### config.mk
export PLATFORM = sky130hd
export DESIGN_NAME = fpu_sequencer_flat
export DESIGN_NICKNAME = d
export VERILOG_FILES = /design/src/rtl/fpu_sequencer_pkg.sv /design/src/rtl/fpu_sequencer_if.sv /design/src/rtl/fpu_seq_timer.sv /design/src/rtl/fpu_sequencer.sv /design/src/flat_wrapper.sv
export SDC_FILE = /design/constraint.sdc
export NUM_CORES = 1
export LEC_CHECK = 0
export CAP_MARGIN = 20
export CORE_MARGIN = 2
export CORE_UTILIZATION = 44
export DETAILED_ROUTE_END_ITERATION = 10
export GPL_TIMING_DRIVEN = 0
export PLACE_DENSITY = 0.85
export REMOVE_ABC_BUFFERS = 1
export SLEW_MARGIN = 20
export SYNTH_ARGS = -nofsm -noshare
export SYNTH_HDL_FRONTEND = slang
export SYNTH_SLANG_ARGS = --single-unit
### constraint.sdc
create_clock -name clock -period 2.4 [get_ports clock]
set_input_delay 0.36 -clock clock [delete_from_list [all_inputs] [get_ports clock]]
set_output_delay 0.36 -clock clock [all_outputs]
set_load 0.02 [all_outputs]
### src/rtl/fpu_sequencer_pkg.sv
// Shared types for the FPU sequencer: operand formats, FPU op/flag types,
// sequencer state encoding and canonical NaN patterns.
package fpu_sequencer_pkg;

  typedef struct packed { logic sign; logic [4:0]  exp; logic [9:0]  frac; } fp16_t;
  typedef struct packed { logic sign; logic [7:0]  exp; logic [22:0] frac; } fp32_t;
  typedef struct packed { logic sign; logic [10:0] exp; logic [51:0] frac; } fp64_t;

  typedef enum logic [2:0] {
    FPU_ADD, FPU_SUB, FPU_MUL, FPU_DIV, FPU_SQRT, FPU_FMA, FPU_CMP
  } fpuOp_t;

  typedef struct packed { logic nv; logic dz; logic of; logic uf; logic nx; } statusFlag_t;
  typedef logic [3:0] condCode_t;
  typedef struct packed { logic lt; logic eq; logic gt; } fpuComp_t;

  typedef enum logic [1:0] { IDLE, ISSUE, WAIT, RESP } fpSeqState_t;

  localparam int TIMEOUT_DEFAULT = 64;

  localparam logic [15:0] NAN16 = 16'h7E00;
  localparam logic [31:0] NAN32 = 32'h7FC0_0000;
  localparam logic [63:0] NAN64 = 64'h7FF8_0000_0000_0000;

  localparam statusFlag_t FLAG_NV = '{nv: 1'b1, dz: 1'b0, of: 1'b0, uf: 1'b0, nx: 1'b0};

  // Quiet NaN right-justified in 64 bits; callers slice to the format width.
  function automatic logic [63:0] canonNaN(input int width);
    case (width)
      16:      return {48'd0, NAN16};
      32:      return {32'd0, NAN32};
      default: return NAN64;
    endcase
  endfunction

endpackage

### src/rtl/fpu_sequencer_if.sv
// Request/response handshake bundle between a requester and the FPU sequencer.
interface fpu_sequencer_if import fpu_sequencer_pkg::*; #(
  parameter type FP_T = fp16_t
);
  logic        req_valid;
  logic        req_ready;
  fpuOp_t      req_op;
  FP_T         req_a;
  FP_T         req_b;
  FP_T         req_c;
  logic        resp_valid;
  logic        resp_ready;
  FP_T         resp_result;
  condCode_t   resp_cc;
  statusFlag_t resp_flags;
  fpuComp_t    resp_comps;
  logic        resp_timeout;

  modport master (
    output req_valid, req_op, req_a, req_b, req_c, resp_ready,
    input  req_ready, resp_valid, resp_result, resp_cc, resp_flags, resp_comps, resp_timeout
  );

  modport slave (
    input  req_valid, req_op, req_a, req_b, req_c, resp_ready,
    output req_ready, resp_valid, resp_result, resp_cc, resp_flags, resp_comps, resp_timeout
  );
endinterface

### src/rtl/fpu_seq_timer.sv
// Clearable saturating cycle counter; terminal marks the last permitted wait cycle.
module fpu_seq_timer #(
  parameter int TIMEOUT = 64
) (
  input  logic clock,
  input  logic reset_n,
  input  logic clr,
  input  logic en,
  output logic terminal
);
  localparam int CW = $clog2(TIMEOUT + 1);

  logic [CW-1:0] count;

  always_ff @(posedge clock or negedge reset_n)
    if (!reset_n)                             count <= '0;
    else if (clr)                             count <= '0;
    else if (en && count != CW'(TIMEOUT))     count <= count + CW'(1);

  assign terminal = (count == CW'(TIMEOUT - 1));
endmodule

### src/rtl/fpu_sequencer.sv
// Single-outstanding FPU sequencer: latches a request, pulses start, waits for
// done (bounded by TIMEOUT) and holds the response until the requester takes it.
module fpu_sequencer import fpu_sequencer_pkg::*; #(
  parameter type FP_T    = fp16_t,
  parameter int  TIMEOUT = TIMEOUT_DEFAULT
) (
  input  logic        clock,
  input  logic        reset_n,
  fpu_sequencer_if.slave host,
  output FP_T         fpuIn1,
  output FP_T         fpuIn2,
  output FP_T         fpuIn3,
  output fpuOp_t      op,
  output logic        start,
  input  FP_T         fpuOut,
  input  logic        fpuDone,
  input  condCode_t   condCodes,
  input  statusFlag_t statusFlags,
  input  fpuComp_t    comps,
  output statusFlag_t sticky_flags,
  input  logic        flags_clear,
  output logic        busy
);
  localparam int          FW    = $bits(FP_T);
  localparam logic [63:0] NAN_W = canonNaN(FW);

  fpSeqState_t state, nextState;
  logic        accept, capture, tmoTerm;
  statusFlag_t capFlags;

  // All handshake outputs are pure decodes of the state register.
  assign host.req_ready  = (state == IDLE);
  assign host.resp_valid = (state == RESP);
  assign start           = (state == ISSUE);
  assign busy            = (state != IDLE);

  assign accept   = host.req_valid && host.req_ready;
  assign capture  = (state == WAIT) && (fpuDone || tmoTerm);
  assign capFlags = fpuDone ? statusFlags : FLAG_NV;

  fpu_seq_timer #(.TIMEOUT(TIMEOUT)) uTimer (
    .clock    (clock),
    .reset_n  (reset_n),
    .clr      (state == ISSUE),
    .en       ((state == WAIT) && !fpuDone),
    .terminal (tmoTerm)
  );

  always_ff @(posedge clock or negedge reset_n)
    if (!reset_n) state <= IDLE;
    else          state <= nextState;

  always_comb begin
    nextState = state;
    case (state)
      IDLE:    if (accept)          nextState = ISSUE;
      ISSUE:                        nextState = WAIT;
      WAIT:    if (capture)         nextState = RESP;
      RESP:    if (host.resp_ready) nextState = IDLE;
      default:                      nextState = IDLE;
    endcase
  end

  always_ff @(posedge clock or negedge reset_n)
    if (!reset_n) begin
      fpuIn1 <= '0;
      fpuIn2 <= '0;
      fpuIn3 <= '0;
      op     <= FPU_ADD;
    end else if (accept) begin
      fpuIn1 <= host.req_a;
      fpuIn2 <= host.req_b;
      fpuIn3 <= host.req_c;
      op     <= host.req_op;
    end

  // A timeout reports the canonical NaN with only NV raised.
  always_ff @(posedge clock or negedge reset_n)
    if (!reset_n) begin
      host.resp_result  <= '0;
      host.resp_cc      <= '0;
      host.resp_flags   <= '0;
      host.resp_comps   <= '0;
      host.resp_timeout <= 1'b0;
    end else if (capture) begin
      host.resp_result  <= fpuDone ? fpuOut    : FP_T'(NAN_W[FW-1:0]);
      host.resp_cc      <= fpuDone ? condCodes : '0;
      host.resp_flags   <= capFlags;
      host.resp_comps   <= fpuDone ? comps     : '0;
      host.resp_timeout <= !fpuDone;
    end

  // Clear takes effect before the OR, so a coincident capture leaves only new flags.
  always_ff @(posedge clock or negedge reset_n)
    if (!reset_n)         sticky_flags <= '0;
    else if (capture)     sticky_flags <= statusFlag_t'((flags_clear ? '0 : sticky_flags) | capFlags);
    else if (flags_clear) sticky_flags <= '0;
endmodule

### src/flat_wrapper.sv
// flat-port wrapper written by rule: the top's interface ports become plain ports
module fpu_sequencer_flat import fpu_sequencer_pkg::*;
#(
  parameter type FP_T    = fp16_t,
  parameter int  TIMEOUT = TIMEOUT_DEFAULT
)
  (clock, reset_n, fpuIn1, fpuIn2, fpuIn3, op, start, fpuOut, fpuDone, condCodes, statusFlags, comps, sticky_flags, flags_clear, busy, host_req_valid, host_req_op, host_req_a, host_req_b, host_req_c, host_resp_ready, host_req_ready, host_resp_valid, host_resp_result, host_resp_cc, host_resp_flags, host_resp_comps, host_resp_timeout);
  fpu_sequencer_if #(.FP_T(FP_T)) host_i ();
  input  logic clock;
  input  logic reset_n;
  output FP_T fpuIn1;
  output FP_T fpuIn2;
  output FP_T fpuIn3;
  output fpuOp_t op;
  output logic start;
  input  FP_T fpuOut;
  input  logic fpuDone;
  input  condCode_t condCodes;
  input  statusFlag_t statusFlags;
  input  fpuComp_t comps;
  output statusFlag_t sticky_flags;
  input  logic flags_clear;
  output logic busy;
  input wire logic [$bits(host_i.req_valid)-1:0] host_req_valid;
  input wire logic [$bits(host_i.req_op)-1:0] host_req_op;
  input wire logic [$bits(host_i.req_a)-1:0] host_req_a;
  input wire logic [$bits(host_i.req_b)-1:0] host_req_b;
  input wire logic [$bits(host_i.req_c)-1:0] host_req_c;
  input wire logic [$bits(host_i.resp_ready)-1:0] host_resp_ready;
  output wire logic [$bits(host_i.req_ready)-1:0] host_req_ready;
  output wire logic [$bits(host_i.resp_valid)-1:0] host_resp_valid;
  output wire logic [$bits(host_i.resp_result)-1:0] host_resp_result;
  output wire logic [$bits(host_i.resp_cc)-1:0] host_resp_cc;
  output wire logic [$bits(host_i.resp_flags)-1:0] host_resp_flags;
  output wire logic [$bits(host_i.resp_comps)-1:0] host_resp_comps;
  output wire logic [$bits(host_i.resp_timeout)-1:0] host_resp_timeout;
  assign host_i.req_valid = host_req_valid;
  assign host_i.req_op = host_req_op;
  assign host_i.req_a = host_req_a;
  assign host_i.req_b = host_req_b;
  assign host_i.req_c = host_req_c;
  assign host_i.resp_ready = host_resp_ready;
  assign host_req_ready = host_i.req_ready;
  assign host_resp_valid = host_i.resp_valid;
  assign host_resp_result = host_i.resp_result;
  assign host_resp_cc = host_i.resp_cc;
  assign host_resp_flags = host_i.resp_flags;
  assign host_resp_comps = host_i.resp_comps;
  assign host_resp_timeout = host_i.resp_timeout;
  fpu_sequencer #(.FP_T(FP_T), .TIMEOUT(TIMEOUT)) u_core (.clock(clock), .reset_n(reset_n), .host(host_i), .fpuIn1(fpuIn1), .fpuIn2(fpuIn2), .fpuIn3(fpuIn3), .op(op), .start(start), .fpuOut(fpuOut), .fpuDone(fpuDone), .condCodes(condCodes), .statusFlags(statusFlags), .comps(comps), .sticky_flags(sticky_flags), .flags_clear(flags_clear), .busy(busy));
endmodule
---- After elaboration in Yosys (flattened, before gate mapping) ----
Index checks and enable logic that the tools add are counted.
W data, S select, Z words.
storage, ports and cells
  register bits after elaboration ......... 94
  bits of input ports ..................... 85
  word-level logic and storage cells ...... 62
cells by class
  $add $sub $neg .......................... 1
  equality and inequality tests ........... 8
  mux-type cells .......................... 12
  bitwise gates (word level) .............. 1
  reduce and logical (&&, ||, !) cells .... 10
operators with widths
  kind                   count
  $mux W16               1
  $mux W5                3
  $mux W7                2
  $pmux W2 S4            1
  $add A7 B1 Y7 const B  1
  $eq A7 B6 Y1 const B   1
  $ne A7 B7 Y1 const B   1
  $mux W2                3
  $or A5 B5 Y5           1
  $eq A2 B2 Y1 const B   2
  $logic_and A1 B1 Y1    4
  $mux W4                1
  $ne A2 B2 Y1 const B   2
  $reduce_bool A2 Y1     2
  $mux W3                1
  $reduce_and A3 Y1      1
  $eq A2 B1 Y1 const B   1
  $logic_not A2 Y1       1
  $ne A2 B1 Y1 const B   1
  $logic_not A1 Y1       1
  $logic_or A1 B1 Y1     1

---- Depth between registers and ports, before layout ----
Gate-level depths: netlist of run 1.
  depth in word-level cells ............... 5
  gate-level depth with buffers ........... 8
  gate-level depth less buffers ........... 6

---- Modules after synthesis ----
A second synthesis of run 1 with hierarchy kept.
unflattened totals
  cells, all modules ...................... 264
  area total of the unflattened synthesis .. 3722.3 um^2
by module, submodules not included
  module         instances  cells each  area an instance (um^2)
  fpu_sequencer  1          219         3285.7
  fpu_seq_timer  1          45          436.7

---- Least setup slack after synthesis of run 1 ----
OpenSTA, ideal clock, no wires.
  kind .................................... flip-flop to flip-flop
  start ................................... register u_core.state[0]
  end ..................................... register u_core.state[1]
  setup time .............................. 0.128 ns
  arrival time ............................ 1.550 ns
  data required time ...................... 2.272 ns
  slack ................................... 0.722 ns
  stages on the path, launching flop included .. 7
  path buffers ............................ 0
  clock period less this slack ............ 1.678 ns
  cell sequence ........................... dfrtp_1 > inv_1 > ha_1 > inv_1 > o22ai_1 > nor2_1 > mux2_1
on the way
  word-level cells in the longest chain between the ends .. 4
RTL lines
  item                                RTL line             RTL
  from (decl)                         fpu_sequencer.sv:27  fpSeqState_t state, nextState;
  from (signal assigned)              fpu_sequencer.sv:51  else state <= nextState;
  $logic_not A2 Y1 (*)                fpu_sequencer.sv:32  assign host.req_ready = (state == IDLE);
  via host_req_ready                  flat_wrapper.sv:30   output wire logic [$bits(host_i.req_ready)-1:0] host_req_ready;
  $logic_and A1 B1 Y1                 fpu_sequencer.sv:37  assign accept = host.req_valid && host.req_ready;
  $ne A2 B2 Y1 (no source line)       --
  $reduce_and A3 Y1 (no source line)  --
The timed path passes the listed nets; every way through them passes the cells marked *.
A chain may end at the register's enable or synchronous reset.

---- Worst setup path after layout of run 1 ----
  start ................................... register u_core.state[1]
  end ..................................... output port start
on the way
  word-level cells in the longest chain between the ends .. 1
RTL lines
  item          RTL line             RTL
  $eq A2 B1 Y1  fpu_sequencer.sv:34  assign start = (state == ISSUE);
  to (decl)     flat_wrapper.sv:15   output logic start;
No other way between the ends.

==> flow_results.xml, run 1 <==
<?xml version="1.0" encoding="UTF-8"?>
<metrics>
  <group name="outcome">
    <metric name="outcome" unit="">finished clean</metric>
  </group>
  <group name="job">
    <metric name="drv_cap" unit="">0</metric>
  </group>
  <group name="timing">
    <metric name="timing.final.crit_share" unit="%">93.34</metric>
    <metric name="maximum_clock_frequency" unit="MHz">446.4</metric>
    <metric name="max_slew.worst_pin.slew" unit="ns">0.8382</metric>
    <metric name="final_period_minus_worst_setup_slack" unit="ns">2.240</metric>
    <metric name="rsz0062_at_grt" unit="">no</metric>
    <metric name="finClkSkew" unit="ns">0.01115</metric>
    <metric name="worst_slew_margin_rel" unit="%">44.12</metric>
    <metric name="setup_slack_of_the_critical_path_after_layout" unit="ns">0.1597</metric>
    <metric name="final-max-slew-violation-count" unit="">0</metric>
    <metric name="final-setup-viol-count" unit="">0</metric>
    <metric name="final-hold-violation-count" unit="">0</metric>
  </group>
  <group name="clock_network">
    <metric name="cts_hold_buf" unit="">1</metric>
    <metric name="cts_bufs_inserted" unit="">9</metric>
    <metric name="clock_insertion_delay_worst_skew" unit="ns">0.34</metric>
    <metric name="cts.sink_count" unit="">94</metric>
    <metric name="cts_root_buffer" unit="">clkbuf_8</metric>
    <metric name="clkTransAtPathRegs" unit="ns">0.10</metric>
    <metric name="postcts_setup_bufs" unit="">0</metric>
    <metric name="post_cts_resized" unit="">0</metric>
    <metric name="htree_num_levels" unit="">3</metric>
    <metric name="clock_path_buffers" unit="">2</metric>
    <metric name="tritoncts" unit="">yes</metric>
  </group>
  <group name="place">
    <metric name="post_placement_worst_setup_slack" unit="ns">0.04728</metric>
    <metric name="detailedPlacementHpwl" unit="mm">6.315</metric>
    <metric name="routabilityCongestion" unit="">0.8009</metric>
    <metric name="buffer_ports.inserted" unit="">173</metric>
  </group>
  <group name="synth">
    <metric name="synth_seq_area_share" unit="%">63.75</metric>
    <metric name="synth-edff-count" unit="">0</metric>
    <metric name="ys.flop_type" unit="">dfrtp_1</metric>
    <metric name="synthesis.area" unit="um2">3690</metric>
    <metric name="synthDominantAreaCellType" unit="">dfrtp_1</metric>
    <metric name="synth.lib_cells_used.distinct" unit="">37</metric>
    <metric name="ys_async_sr_fraction" unit="%">100.0</metric>
    <metric name="synth.top_cells.by_count" unit="">dfrtp_1, mux2_2, a22o_1, inv_1</metric>
    <metric name="postSynthCellCount" unit="">255</metric>
    <metric name="synth.yosys.warnings" unit="">0</metric>
    <metric name="syn_area_per_cell" unit="um2">14.47</metric>
    <metric name="yosys.cell_count.top_type" unit="">dfrtp_1</metric>
    <metric name="synth_top_area_share" unit="%">63.75</metric>
    <metric name="postSynthRegisterBits" unit="">94</metric>
    <metric name="synth_area_leaders" unit="">dfrtp_1, mux2_2, a22o_1</metric>
  </group>
  <group name="finish">
    <metric name="antenna-diode-count" unit="">0</metric>
    <metric name="postLayoutCoreUtil" unit="%">70.17</metric>
    <metric name="nFillCells" unit="">577</metric>
    <metric name="finalNetCount" unit="">523</metric>
    <metric name="syn2layout_area_growth" unit="%">55.48</metric>
    <metric name="footprint_of_the_multi_input_gates" unit="um2">1217</metric>
    <metric name="fraction_of_final_layout_cells_with_drive_strength_greater_than_1" unit="%">17.24</metric>
    <metric name="layout.area.seq" unit="um2">2352</metric>
  </group>
  <group name="setup_path">
    <metric name="timing.critical_path.slowest_cell_delay" unit="ns">0.67</metric>
    <metric name="arrival" unit="ns">1.88</metric>
    <metric name="register_to_register_path_setup_slack" unit="ns">0.34</metric>
    <metric name="slowest_stage_cell_cp" unit="">clkdlybuf4s50_1</metric>
    <metric name="critical_path_required" unit="ns">2.04</metric>
    <metric name="timing.critical_path.to_type" unit="">output pin</metric>
    <metric name="critPathBufInv" unit="">2</metric>
    <metric name="cpLargestDelayFamily" unit="">buffers and inverters</metric>
    <metric name="critical_path_class" unit="">flip-flop to output pin</metric>
    <metric name="critPathLaunchType" unit="">flip-flop</metric>
    <metric name="critical_path.cell_chain" unit="">inv_1 -&gt; ha_1 -&gt; clkdlybuf4s50_1</metric>
    <metric name="worstPathMaxFanout" unit="">8</metric>
  </group>
  <group name="floorplanning">
    <metric name="core" unit="um2">8175</metric>
    <metric name="initial_util" unit="%">45.13</metric>
    <metric name="dieHeight" unit="um">95.58</metric>
    <metric name="die_width" unit="um">95.58</metric>
    <metric name="floorplan_row_count" unit="">33</metric>
    <metric name="ioPinCount" unit="">174</metric>
    <metric name="dieArea" unit="um2">9135</metric>
  </group>
  <group name="routing">
    <metric name="vias" unit="">2646</metric>
    <metric name="detail_route.wirelength" unit="mm">8.443</metric>
    <metric name="post_drt_wl_per_cell" unit="um">15.64</metric>
    <metric name="detail_route.vias_per_cell" unit="">4.900</metric>
    <metric name="drc_errors" unit="">0</metric>
    <metric name="initialDrtViolationCount" unit="">40</metric>
    <metric name="dr.pass1.iters" unit="">4</metric>
    <metric name="antenna_violating_nets_post_route" unit="">0</metric>
  </group>
  <group name="grt">
    <metric name="grt_use_met1" unit="%">21.70</metric>
    <metric name="groute.usage.overall" unit="%">18.11</metric>
    <metric name="global_route.usage.met2" unit="%">31.12</metric>
    <metric name="grt_busiest_layer" unit="">met2</metric>
    <metric name="grt_pass1_wl" unit="mm">12.65</metric>
    <metric name="grt_max_degree" unit="">80</metric>
    <metric name="initial_antenna_violation_count" unit="">0</metric>
    <metric name="via_count_of_the_first_global_routing_pass" unit="">2645</metric>
    <metric name="met3_usage" unit="%">5.296</metric>
    <metric name="grt_overflow" unit="">0</metric>
  </group>
  <group name="power_and_ir_drop">
    <metric name="leakage" unit="nW">2.471</metric>
    <metric name="vdd_ir_drop_max" unit="uV">727.8</metric>
    <metric name="pwr_density_cell" unit="nW/um2">1304</metric>
    <metric name="power.total" unit="mW">7.480</metric>
  </group>
  <group name="hold_path">
    <metric name="holdCritPathClass" unit="">input pin to async pin</metric>
  </group>
</metrics>
[metal layers]
metal,vias up,share of wire [%]
met2,95,51
met1,1291,40
met4,0,0.96
met3,7,8.1
met5,-,0
li1,1253,-
[worst register-to-register path: stages, from the launching register on]
cell,delay [ns]
dfrtp_1,0.41
inv_1,0.10
ha_1,0.25
nand2_2,0.56
buf_16,0.25
mux2_2,0.37
[final cells by class]
| cell class | instances | area share, % |
|---|---|---|
| Multi-Input combinational cell | 135 | 21.22 |
| Timing Repair Buffer | 176 | 31.34 |
| Tap cell | 105 | 2.290 |
| Clock inverter | 4 | 0.5234 |
| Clock buffer | 11 | 2.639 |
| Sequential cell | 94 | 41.00 |
| Inverter | 15 | 0.9815 |
[kinds of logic (layout without fill, tap and decap cells)]
kind of cell	after synthesis	after routing	synth area share, %
flops	94	94	63.75
mux	53	53	16.14
compound gates	44	44	9.461
simple gates	27	27	4.002
buf+inv	26	206	3.323
fa+ha+maj	7	7	2.374
xor+xnor	4	4	0.9496
[cell usage in the layout (no fill, tap or decap), types with 2 or more instances in the layout]
cell	synthesis	layout
a21oi_1	3	3
a22o_1	17	17
buf_16	0	2
clkbuf_8	0	11
clkdlybuf4s50_1	0	172
dfrtp_1	94	94
ha_1	7	7
inv_1	15	15
mux2_2	51	51
nand2_1	6	5
nand4_1	3	3
nor2_1	8	8
o21ai_0	5	5
o21ai_1	4	4
o22a_1	7	7
xor2_1	3	3
[power breakdown]
| group | switching [mW] | internal [mW] |
|---|---|---|
| Combinational | 1.81 | 2.05 |
| Clock | 0.524 | 0.432 |
| Sequential | 0.361 | 2.30 |
| Total | 2.69 | 4.79 |
[per-stage QoR]
step / hold WS [ns] / cells / cell area [um2] / TNS [ns]
2_1_floorplan: 0.06441 / 244 / 3623 / -0.1900
3_3_place_gp: 0.4710 / 522 / 5487 / -246.28
3_5_place_dp: 0.2040 / 524 / 5545 / 0
4_1_cts: 0.3850 / 540 / 5737 / 0
5_1_grt: 0.4049 / 540 / 5737 / 0
6_report: 0.4052 / 540 / 5737 / 0
[state kept, by name, indices dropped and copies added (netlist names)]
name / cells
u_core.host.resp_result: 16
u_core.host.resp_comps: 3
u_core.state: 2
u_core.fpuIn2: 16
u_core.sticky_flags: 5
u_core.host.resp_flags: 5
u_core.fpuIn3: 16
u_core.host.resp_cc: 4
u_core.uTimer.count: 7
u_core.host.resp_timeout: 1
u_core.op: 3
u_core.fpuIn1: 16
[worst paths after layout]
check                                                        start                                      end  cells past startpoint
max                                    u_core.state[1]$_DFFE_PN0P_                                    start                      3
max reg2reg                            u_core.state[0]$_DFFE_PN0P_            u_core.fpuIn1[13]$_DFFE_PN0P_                      5
max in group asynchronous                                  reset_n       u_core.uTimer.count[2]$_DFFE_PN0P_                      3
min                                                        reset_n            u_core.fpuIn3[11]$_DFFE_PN0P_                      2
min reg2reg                u_core.host.resp_result[13]$_DFFE_PN0N_  u_core.host.resp_result[13]$_DFFE_PN0N_                      1
min in group clock         u_core.host.resp_result[13]$_DFFE_PN0N_  u_core.host.resp_result[13]$_DFFE_PN0N_                      1
Power figures use the tool's default switching activity.
==> run 2, diff against run 1 <==
--- a/config.mk
+++ b/config.mk
@@ -8,9 +8,11 @@
 export CAP_MARGIN = 20
 export CORE_MARGIN = 2
 export CORE_UTILIZATION = 44
+export CTS_BUF_LIST = sky130_fd_sc_hd__clkbuf_4 sky130_fd_sc_hd__clkbuf_8 sky130_fd_sc_hd__clkbuf_16
 export DETAILED_ROUTE_END_ITERATION = 10
 export GPL_TIMING_DRIVEN = 0
 export PLACE_DENSITY = 0.85
+export RECOVER_POWER = 50
 export REMOVE_ABC_BUFFERS = 1
 export SLEW_MARGIN = 20
 export SYNTH_ARGS = -nofsm -noshare
==> run 2 against run 1 <==
- clock skew is essentially flat
- final area decreased by 0.13%
- via count up 0.64%
- sequential power barely moved
- wire length hardly changed
- non-clock buffer count stayed put
- largest cell class unchanged
- critical path type unchanged
- combinational power shrank 3%
==> flow_results.xml, run 2 (synthesis gave the netlist of run 1 again) <==
<?xml version="1.0" encoding="UTF-8"?>
<metrics>
  <group name="timing">
    <metric name="worst_slew_margin_rel" unit="%">32.34</metric>
    <metric name="final-setup-viol-count" unit="">0</metric>
    <metric name="max_slew.worst_pin.slew" unit="ns">1.015</metric>
    <metric name="final-max-slew-violation-count" unit="">0</metric>
    <metric name="timing.final.crit_share" unit="%">93.34</metric>
    <metric name="final_period_minus_worst_setup_slack" unit="ns">2.240</metric>
    <metric name="rsz0062_at_grt" unit="">no</metric>
    <metric name="final-hold-violation-count" unit="">0</metric>
    <metric name="maximum_clock_frequency" unit="MHz">446.4</metric>
    <metric name="finClkSkew" unit="ns">0.01117</metric>
    <metric name="totalNegativeSetupSlack" unit="ns">0</metric>
  </group>
  <group name="setup_path">
    <metric name="worstPathMaxFanout" unit="">8</metric>
    <metric name="critPathLaunchType" unit="">flip-flop</metric>
    <metric name="cpLargestDelayFamily" unit="">buffers and inverters</metric>
    <metric name="slowest_stage_cell_cp" unit="">clkdlybuf4s50_1</metric>
    <metric name="critPathBufInv" unit="">2</metric>
    <metric name="timing.critical_path.slowest_cell_delay" unit="ns">0.67</metric>
    <metric name="cp_num_cells" unit="">3</metric>
    <metric name="critical_path_class" unit="">flip-flop to output pin</metric>
    <metric name="arrival" unit="ns">1.88</metric>
    <metric name="reg2regPathDepth" unit="">5</metric>
    <metric name="timing.critical_path.to_type" unit="">output pin</metric>
    <metric name="critical_path.cell_chain" unit="">inv_1 -&gt; ha_1 -&gt; clkdlybuf4s50_1</metric>
    <metric name="critical_path_required" unit="ns">2.04</metric>
  </group>
  <group name="clock_network">
    <metric name="tritoncts" unit="">yes</metric>
    <metric name="clkTransAtPathRegs" unit="ns">0.09</metric>
    <metric name="clock_insertion_delay_worst_skew" unit="ns">0.34</metric>
    <metric name="postcts_setup_bufs" unit="">0</metric>
    <metric name="post_cts_resized" unit="">0</metric>
    <metric name="cts_bufs_inserted" unit="">9</metric>
    <metric name="clock_path_buffers" unit="">2</metric>
    <metric name="cts.sink_count" unit="">94</metric>
    <metric name="htree_num_levels" unit="">3</metric>
    <metric name="cts_root_buffer" unit="">clkbuf_8</metric>
  </group>
  <group name="finish">
    <metric name="final_cell_area" unit="um2">5729</metric>
    <metric name="fraction_of_final_layout_cells_with_drive_strength_greater_than_1" unit="%">17.01</metric>
    <metric name="layout.cells.most_common" unit="">clkdlybuf4s50_1</metric>
    <metric name="finalNetCount" unit="">523</metric>
    <metric name="syn2layout_area_growth" unit="%">55.27</metric>
    <metric name="antenna-diode-count" unit="">0</metric>
    <metric name="mostFrequentLayoutCells" unit="">clkdlybuf4s50_1, dfrtp_1, mux2_2</metric>
    <metric name="nFillCells" unit="">578</metric>
  </group>
  <group name="hold_path">
    <metric name="holdCritPathClass" unit="">flip-flop to flip-flop</metric>
    <metric name="worst_hold_path.num_cells" unit="">1</metric>
  </group>
  <group name="floorplanning">
    <metric name="dieArea" unit="um2">9135</metric>
    <metric name="die_width" unit="um">95.58</metric>
    <metric name="core" unit="um2">8175</metric>
    <metric name="floorplan_row_count" unit="">33</metric>
    <metric name="dieHeight" unit="um">95.58</metric>
    <metric name="initial_util" unit="%">45.13</metric>
    <metric name="ioPinCount" unit="">174</metric>
  </group>
  <group name="grt">
    <metric name="grt_pass1_wl" unit="mm">12.65</metric>
    <metric name="initial_antenna_violation_count" unit="">0</metric>
    <metric name="grt_overflow" unit="">0</metric>
    <metric name="via_count_of_the_first_global_routing_pass" unit="">2645</metric>
    <metric name="grt_max_degree" unit="">80</metric>
    <metric name="groute.usage.overall" unit="%">18.11</metric>
  </group>
  <group name="routing">
    <metric name="antenna_violating_nets_post_route" unit="">0</metric>
    <metric name="detail_route.vias_per_cell" unit="">4.931</metric>
    <metric name="post_drt_wl_per_cell" unit="um">15.63</metric>
    <metric name="vias" unit="">2663</metric>
    <metric name="drc_errors" unit="">0</metric>
    <metric name="dr.pass1.iters" unit="">4</metric>
    <metric name="detail_route.wirelength" unit="mm">8.442</metric>
    <metric name="initialDrtViolationCount" unit="">33</metric>
  </group>
  <group name="power_and_ir_drop">
    <metric name="pwr_density_cell" unit="nW/um2">1283</metric>
    <metric name="vdd_ir_drop_max" unit="uV">726.9</metric>
    <metric name="leakage" unit="nW">2.486</metric>
  </group>
  <group name="outcome">
    <metric name="outcome" unit="">finished clean</metric>
  </group>
  <group name="job">
    <metric name="drv_cap" unit="">0</metric>
  </group>
  <group name="place">
    <metric name="placed_area" unit="um2">5545</metric>
    <metric name="routabilityCongestion" unit="">0.8009</metric>
    <metric name="detailedPlacementHpwl" unit="mm">6.315</metric>
    <metric name="buffer_ports.inserted" unit="">173</metric>
  </group>
</metrics>
## run 2: cell count changes in the layout (fill, tap and decap cells not counted), sizes merged
cell / previous run / this run
clkbuf: 11 / 12
clkdlybuf4s50: 172 / 135
dlygate4sd3: 1 / 38
buf: 3 / 2
## run 2: final timing paths
check / start / slack [ns] / to
worst min-delay path: u_core.host.resp_result[13]$_DFFE_PN0N_ / 0.49 / u_core.host.resp_result[13]$_DFFE_PN0N_
worst max-delay path: u_core.state[1]$_DFFE_PN0P_ / 0.16 / start
min in group asynchronous: reset_n / 0.71 / u_core.fpuIn3[11]$_DFFE_PN0P_
worst min register to register: u_core.host.resp_result[13]$_DFFE_PN0N_ / 0.49 / u_core.host.resp_result[13]$_DFFE_PN0N_
max in group asynchronous: reset_n / 0.80 / u_core.uTimer.count[2]$_DFFE_PN0P_
worst max register to register: u_core.state[0]$_DFFE_PN0P_ / 0.34 / u_core.fpuIn1[13]$_DFFE_PN0P_
## run 2: repair_timing
action | CTS | global route
endpoints found under the hold margin | 15 | 0
endpoints found under the setup margin | 0 | 0
hold buffers | 1 | 0
## run 2: per-stage QoR
step	std cells	power, mW	utilization [%]	worst slack (ns)	hold slack (ns)
floorplan	244	4.666	-	-0.003726	0.06441
global route	540	7.786	70.08	0.03017	0.5001
finish	540	7.350	70.08	0.1599	0.4879
CTS	540	7.574	70.17	0.09609	0.3850
global placement	522	6.474	67.11	-2.378	0.4710
detailed placement	524	6.604	67.83	0.04728	0.2040
## run 2: where the power goes
group	switching (mW)	internal [mW]	leakage, nW
Clock	0.524	0.432	0.0918
Sequential	0.346	2.30	1.14
Combinational	1.81	1.94	1.25
Total	2.68	4.67	2.49
## run 2: per-layer routing
metal  up-vias  GRT usage [%]  part of all wire [%]
met4         0          6.190                  0.96
met1      1297          21.70                    40
li1       1257              -                     -
met2       102          31.12                    51
met5         -              0                     0
met3         7          5.296                   8.5
## run 2: cell type report
class	count	area [um2]	area share [%]
clock inverter	4	30.03	0.5241
timing repair buffer	176	1790	31.25
clock buffer	11	151.4	2.642
tap	105	131.4	2.293
inverter	15	56.30	0.9827
sequential	94	2352	41.06
multi-input combinational	135	1217	21.25
==> variant 1 (flow settings as in run 2) <==
`TIMEOUT_DEFAULT`: 64 -> 128.
--- a/src/rtl/fpu_sequencer_pkg.sv
+++ b/src/rtl/fpu_sequencer_pkg.sv
@@ -18,3 +18,3 @@
 
-  localparam int TIMEOUT_DEFAULT = 64;
+  localparam int TIMEOUT_DEFAULT = 128;
 
Behaviour: no difference found for any inputs over 10 cycles, from zero or initial values and one cycle with reset_n low; that may be too few to reach the edited logic, so the function may still have changed.
==> variant 1 against run 2 <==
  * Register-to-register slack lost 0.09 ns
  * Power increased by 1.7%
  * Core utilization is 0.23 points higher
  * Sequential share of layout area increased by 0.095 points
  * Maximum frequency up 0.75%
  * Routed wire length rose by 8.6%
  * Sequential cell count is 1 higher
  * Setup slack improved by 0.017 ns
  * Design area rose by 0.83%
  * Synthesized area is 1.5% higher
  * Global-route usage rose by 1.3 points
  * Largest cell class unchanged
==> variant 1: results (changes against run 2) <==
| Metric | Value |
|---|---|
| Hpwl dp | 6.854 mm (was 6.315 mm) |
| CP Max Fanout | 9 (was 8) |
| Fraction of met1 tracks used by global routing | 0.2417 (was 0.2170) |
| Number of CTS-inserted buffers | 9 (unchanged) |
| Met2 track utilization from global routing | 0.3194 (was 0.3112) |
| Arrival time reported for the critical path endpoint | 1.86 ns (was 1.88 ns) |
| Metal1 wirelength | 3.673 mm (was 3.360 mm) |
| Met3 WL post-DR | 901 um (was 721 um) |
| Result of the run | complete, no violations (unchanged) |
| Share of cells above drive strength 1 | 0.1878 (was 0.1701) |
| Number of global-route vias before repair | 2,664 (was 2,645) |
| Worst Clk Skew | 0.01127 ns (was 0.01117 ns) |
| Met3 capacity usage during global routing | 0.05717 (was 0.05296) |
| Via total after detailed routing | 2,764 (was 2,663) |
| Wire length on met2 | 4.470 mm (was 4.278 mm) |
| Routed WL per cell | 16.76 um (was 15.63 um) |
| Number of warnings reported in the yosys synthesis log | 0 (unchanged) |
| Instance count of the mapped netlist | 262 (was 255) |
| Drt via density | 5.053 (was 4.931) |
| Global Route Usage Sum | 0.1938 (was 0.1811) |
| Worst hold path startpoint | u_core.host.resp_result[12] (was u_core.host.resp_result[13]) |
| Static power due to leakage | 0.002486 uW (about the same) |
| DRC violation total after the first TritonRoute iteration | 35 (was 33) |
| Worst path setup slack after routing | 0.1767 ns (was 0.1599 ns) |
| Layout net count | 529 (was 523) |
| Dpl cell area | 5595 um2 (was 5545 um2) |
| Post-synth top cells | sky130_fd_sc_hd__dfrtp_1 (95), sky130_fd_sc_hd__mux2_2 (51), sky130_fd_sc_hd__inv_1 (14), sky130_fd_sc_hd__a22o_1 (10), sky130_fd_sc_hd__nor2_1 (9) (was sky130_fd_sc_hd__dfrtp_1 (94), sky130_fd_sc_hd__mux2_2 (51), sky130_fd_sc_hd__a22o_1 (17), sky130_fd_sc_hd__inv_1 (15)) |
| Largest vdd supply drop | 572.3 uV (was 726.9 uV) |
| Synth area leaders | sky130_fd_sc_hd__dfrtp_1 (64%), sky130_fd_sc_hd__mux2_2 (15%), sky130_fd_sc_hd__a22o_1 (2.3%) (was sky130_fd_sc_hd__dfrtp_1 (64%), sky130_fd_sc_hd__mux2_2 (16%), sky130_fd_sc_hd__a22o_1 (4.0%)) |
| Pin count of the biggest net entering global routing | 51 (was 80) |
| Placer Congestion | 0.7393 (was 0.8009) |
| Pre-CTS setup slack | 0.3090 ns (was 0.04728 ns) |
| Headroom to the max-slew limit | 0.1693 (was 0.3234) |
| Number of distinct library cell variants in the gate-level netlist after synthesis | 41 (was 37) |
| First-pass GRT wire length | 13.57 mm (was 12.65 mm) |
| Share of the yosys chip area belonging to registers | 0.6350 (was 0.6375) |
-- variant 1: logic make-up (layout without fill, tap and decap cells) --
family	after synthesis	count (layout)	share of synthesized area
AND/OR/NAND/NOR	32	32	0.04713
buffers and inverters	26	206	0.03075
AO/OA/AOI/OAI	44	44	0.09292
adder cells (fa/ha/maj)	7	7	0.02339
flip-flops	95	95	0.6350
multiplexers	53	53	0.1591
XOR/XNOR	5	5	0.01170
-- variant 1: worst reg2reg max path, cell delays in order (launching register included) --
cell and delay, ns:
sky130_fd_sc_hd__dfrtp_1 0.41, sky130_fd_sc_hd__inv_1 0.10, sky130_fd_sc_hd__ha_1 0.24, sky130_fd_sc_hd__nand2_1 0.61
sky130_fd_sc_hd__buf_12 0.29, sky130_fd_sc_hd__mux2_2 0.38
-- variant 1: path summary, 6_finish.rpt --
kind	end	slack, ns	cells after the start
max in group asynchronous	u_core.sticky_flags[0]	0.80	3
setup / recovery	start	0.18	3
setup reg to reg	u_core.fpuIn2[14]	0.25	5
min in group asynchronous	u_core.uTimer.count[1]	0.79	2
hold / removal	u_core.host.resp_result[12]	0.49	1
hold reg to reg	u_core.host.resp_result[12]	0.49	1
-- variant 1: final cells by class --
cell class | instances | area, um2
Inverter | 14 | 52.55
Tap cell | 105 | 131.4
Timing Repair Buffer | 176 | 1784
Clock inverter | 5 | 42.54
Clock buffer | 11 | 138.9
Sequential cell | 95 | 2377
Fill cell | 574 | 2440
Multi-Input combinational cell | 141 | 1250
-- variant 1: where the power goes --
group	switching [uW]	internal (uW)	total [uW]
clock network	551	410	961
logic	1840	1970	3810
registers	381	2320	2700
-- variant 1: repair_timing --
item                                    CTS  global route
endpoints found under the setup margin    0             1
resized for setup                         0             1
endpoints found under the hold margin    49             0
hold buffers                              1             0
==> variant 2 (flow settings as in run 2) <==
Without the edit above. Re-encode `fpSeqState_t` (4 states) as one-hot, 4 bits wide.
--- a/src/rtl/fpu_sequencer_pkg.sv
+++ b/src/rtl/fpu_sequencer_pkg.sv
@@ -16,3 +16,3 @@
 
-  typedef enum logic [1:0] { IDLE, ISSUE, WAIT, RESP } fpSeqState_t;
+  typedef enum logic [3:0] { IDLE = 4'b0001, ISSUE = 4'b0010, WAIT = 4'b0100, RESP = 4'b1000 } fpSeqState_t;
 
Check against the original RTL: no difference found for any inputs over 10 cycles, from zero or initial values and one cycle with reset_n low; not proved beyond that.
==> variant 2 against run 2 <==
  * Hold slack is essentially flat
  * Setup slack lost 0.10 ns
  * Design area grew 6.3%
  * Sequential cell count grew 2
  * Largest power group unchanged
  * Global-route usage grew 4.2 points
  * Synthesized cell count grew 27%
  * Final cell count grew 12%
  * Power shrank 12%
  * Die area grew 9.2%
  * First-iteration DRC count grew to 4.3 times the old value
  * Synthesized area grew 9.7%
  * Routed wire length grew 31%
==> variant 2: results (changes against run 2) <==
| Metric | Value |
|---|---|
| Share of cells above drive strength 1 | 0.1683 (was 0.1701) |
| Area fraction in compound gates after synthesis | 0.09709 (was 0.09461) |
| Delay contributed by the slowest stage of the critical path | 0.74 ns (was 0.67 ns) |
| Worst flop-to-flop path endpoint | u_core.fpuIn2[14] (was u_core.fpuIn1[13]) |
| Drt via density | 5.346 (was 4.931) |
| Placer Congestion | 0.7627 (was 0.8009) |
| Met3 WL post-DR | 1.037 mm (was 721 um) |
| Result of the run | complete, no violations (unchanged) |
| Launch instance of the worst register-to-register path | u_core.state[0] (unchanged) |
| Number of search-and-repair iterations in the first detailed-routing pass | 5 (was 4) |
| Number of placed instances with taps included | 590 (was 524) |
| Reg-to-reg slack, setup | 0.15 ns (was 0.34 ns) |
| Worst hold endpoint | u_core.fpuIn3[10] (was u_core.host.resp_result[13]) |
| Fin crit period | 2.342 ns (was 2.240 ns) |
| Static power due to leakage | 0.002714 uW (was 0.002486 uW) |
| Largest vdd supply drop | 495.8 uV (was 726.9 uV) |
| Number of global-route vias before repair | 3,292 (was 2,645) |
| Total power density per cell area | 1059 nW/um2 (was 1283 nW/um2) |
| Arrival time reported for the critical path endpoint | 1.98 ns (was 1.88 ns) |
| Global Route Usage Sum | 0.2234 (was 0.1811) |
| Dpl cell area | 5871 um2 (was 5545 um2) |
| Worst hold path startpoint | u_core.fpuIn3[10] (was u_core.host.resp_result[13]) |
| Share of synthesized cell area in full adder, half adder and majority cells | 0.006184 (was 0.02374) |
| First-pass GRT wire length | 17.17 mm (was 12.65 mm) |
| Share of the yosys chip area belonging to registers | 0.5940 (was 0.6375) |
| Share of the synthesized netlist area taken by xor and xnor gates | 0 (was 0.009495) |
| Wire length on met2 | 5.374 mm (was 4.278 mm) |
| Transition time of the tightest slew-check pin | 1.269 ns (was 1.015 ns) |
| Cell family contributing the most delay on the critical path | simple AND/OR/NAND/NOR gates (was buffers and inverters) |
| Number of distinct library cell variants in the gate-level netlist after synthesis | 41 (was 37) |
| Synth area leaders | sky130_fd_sc_hd__dfrtp_1 (59%), sky130_fd_sc_hd__mux2_2 (13%), sky130_fd_sc_hd__o211ai_1 (4.1%) (was sky130_fd_sc_hd__dfrtp_1 (64%), sky130_fd_sc_hd__mux2_2 (16%), sky130_fd_sc_hd__a22o_1 (4.0%)) |
| Launch point of the critical path | u_core.state[3] (was u_core.state[1]) |
| Hpwl dp | 8.083 mm (was 6.315 mm) |
| Multiplexer area fraction after synthesis | 0.1472 (was 0.1614) |
| Mean post-synth cell area | 12.49 um2 (was 14.47 um2) |
## variant 2: changes by cell type after synthesis, sizes merged, moves of 5 or more
cell / run 2 / this run
a22o: 17 / 0
clkbuf: 1 / 10
ha: 7 / 2
inv: 15 / 30
nand2: 6 / 26
nand2b: 1 / 9
nand3: 0 / 21
nor2: 9 / 1
o211ai: 0 / 22
o221a: 0 / 7
o22a: 7 / 0
o31ai: 0 / 5
## variant 2: area by class of cell
cell class	count	area, um2
clock buffer	11	151.4
clock inverter	5	62.56
fill	628	2714
inverter	30	112.6
multi-input combinational	180	1435
sequential	96	2404
tap	108	135.1
timing repair buffer	177	1792
## variant 2: report_power, final
part	internal, uW	leakage (uW)	total [uW]	switching [uW]
Sequential	2160	0.00111	2460	306
Clock	544	0.000102	1100	559
Combinational	1490	0.00150	2890	1400
Total	4190	0.00271	6450	2260
## variant 2: repair_timing
item                       in CTS  in global routing
hold buffers                    1                  0
hold endpoints to repair       48                  0
resized for setup               6                  0
setup endpoints to repair      42                  7
gates cloned                    0                  0
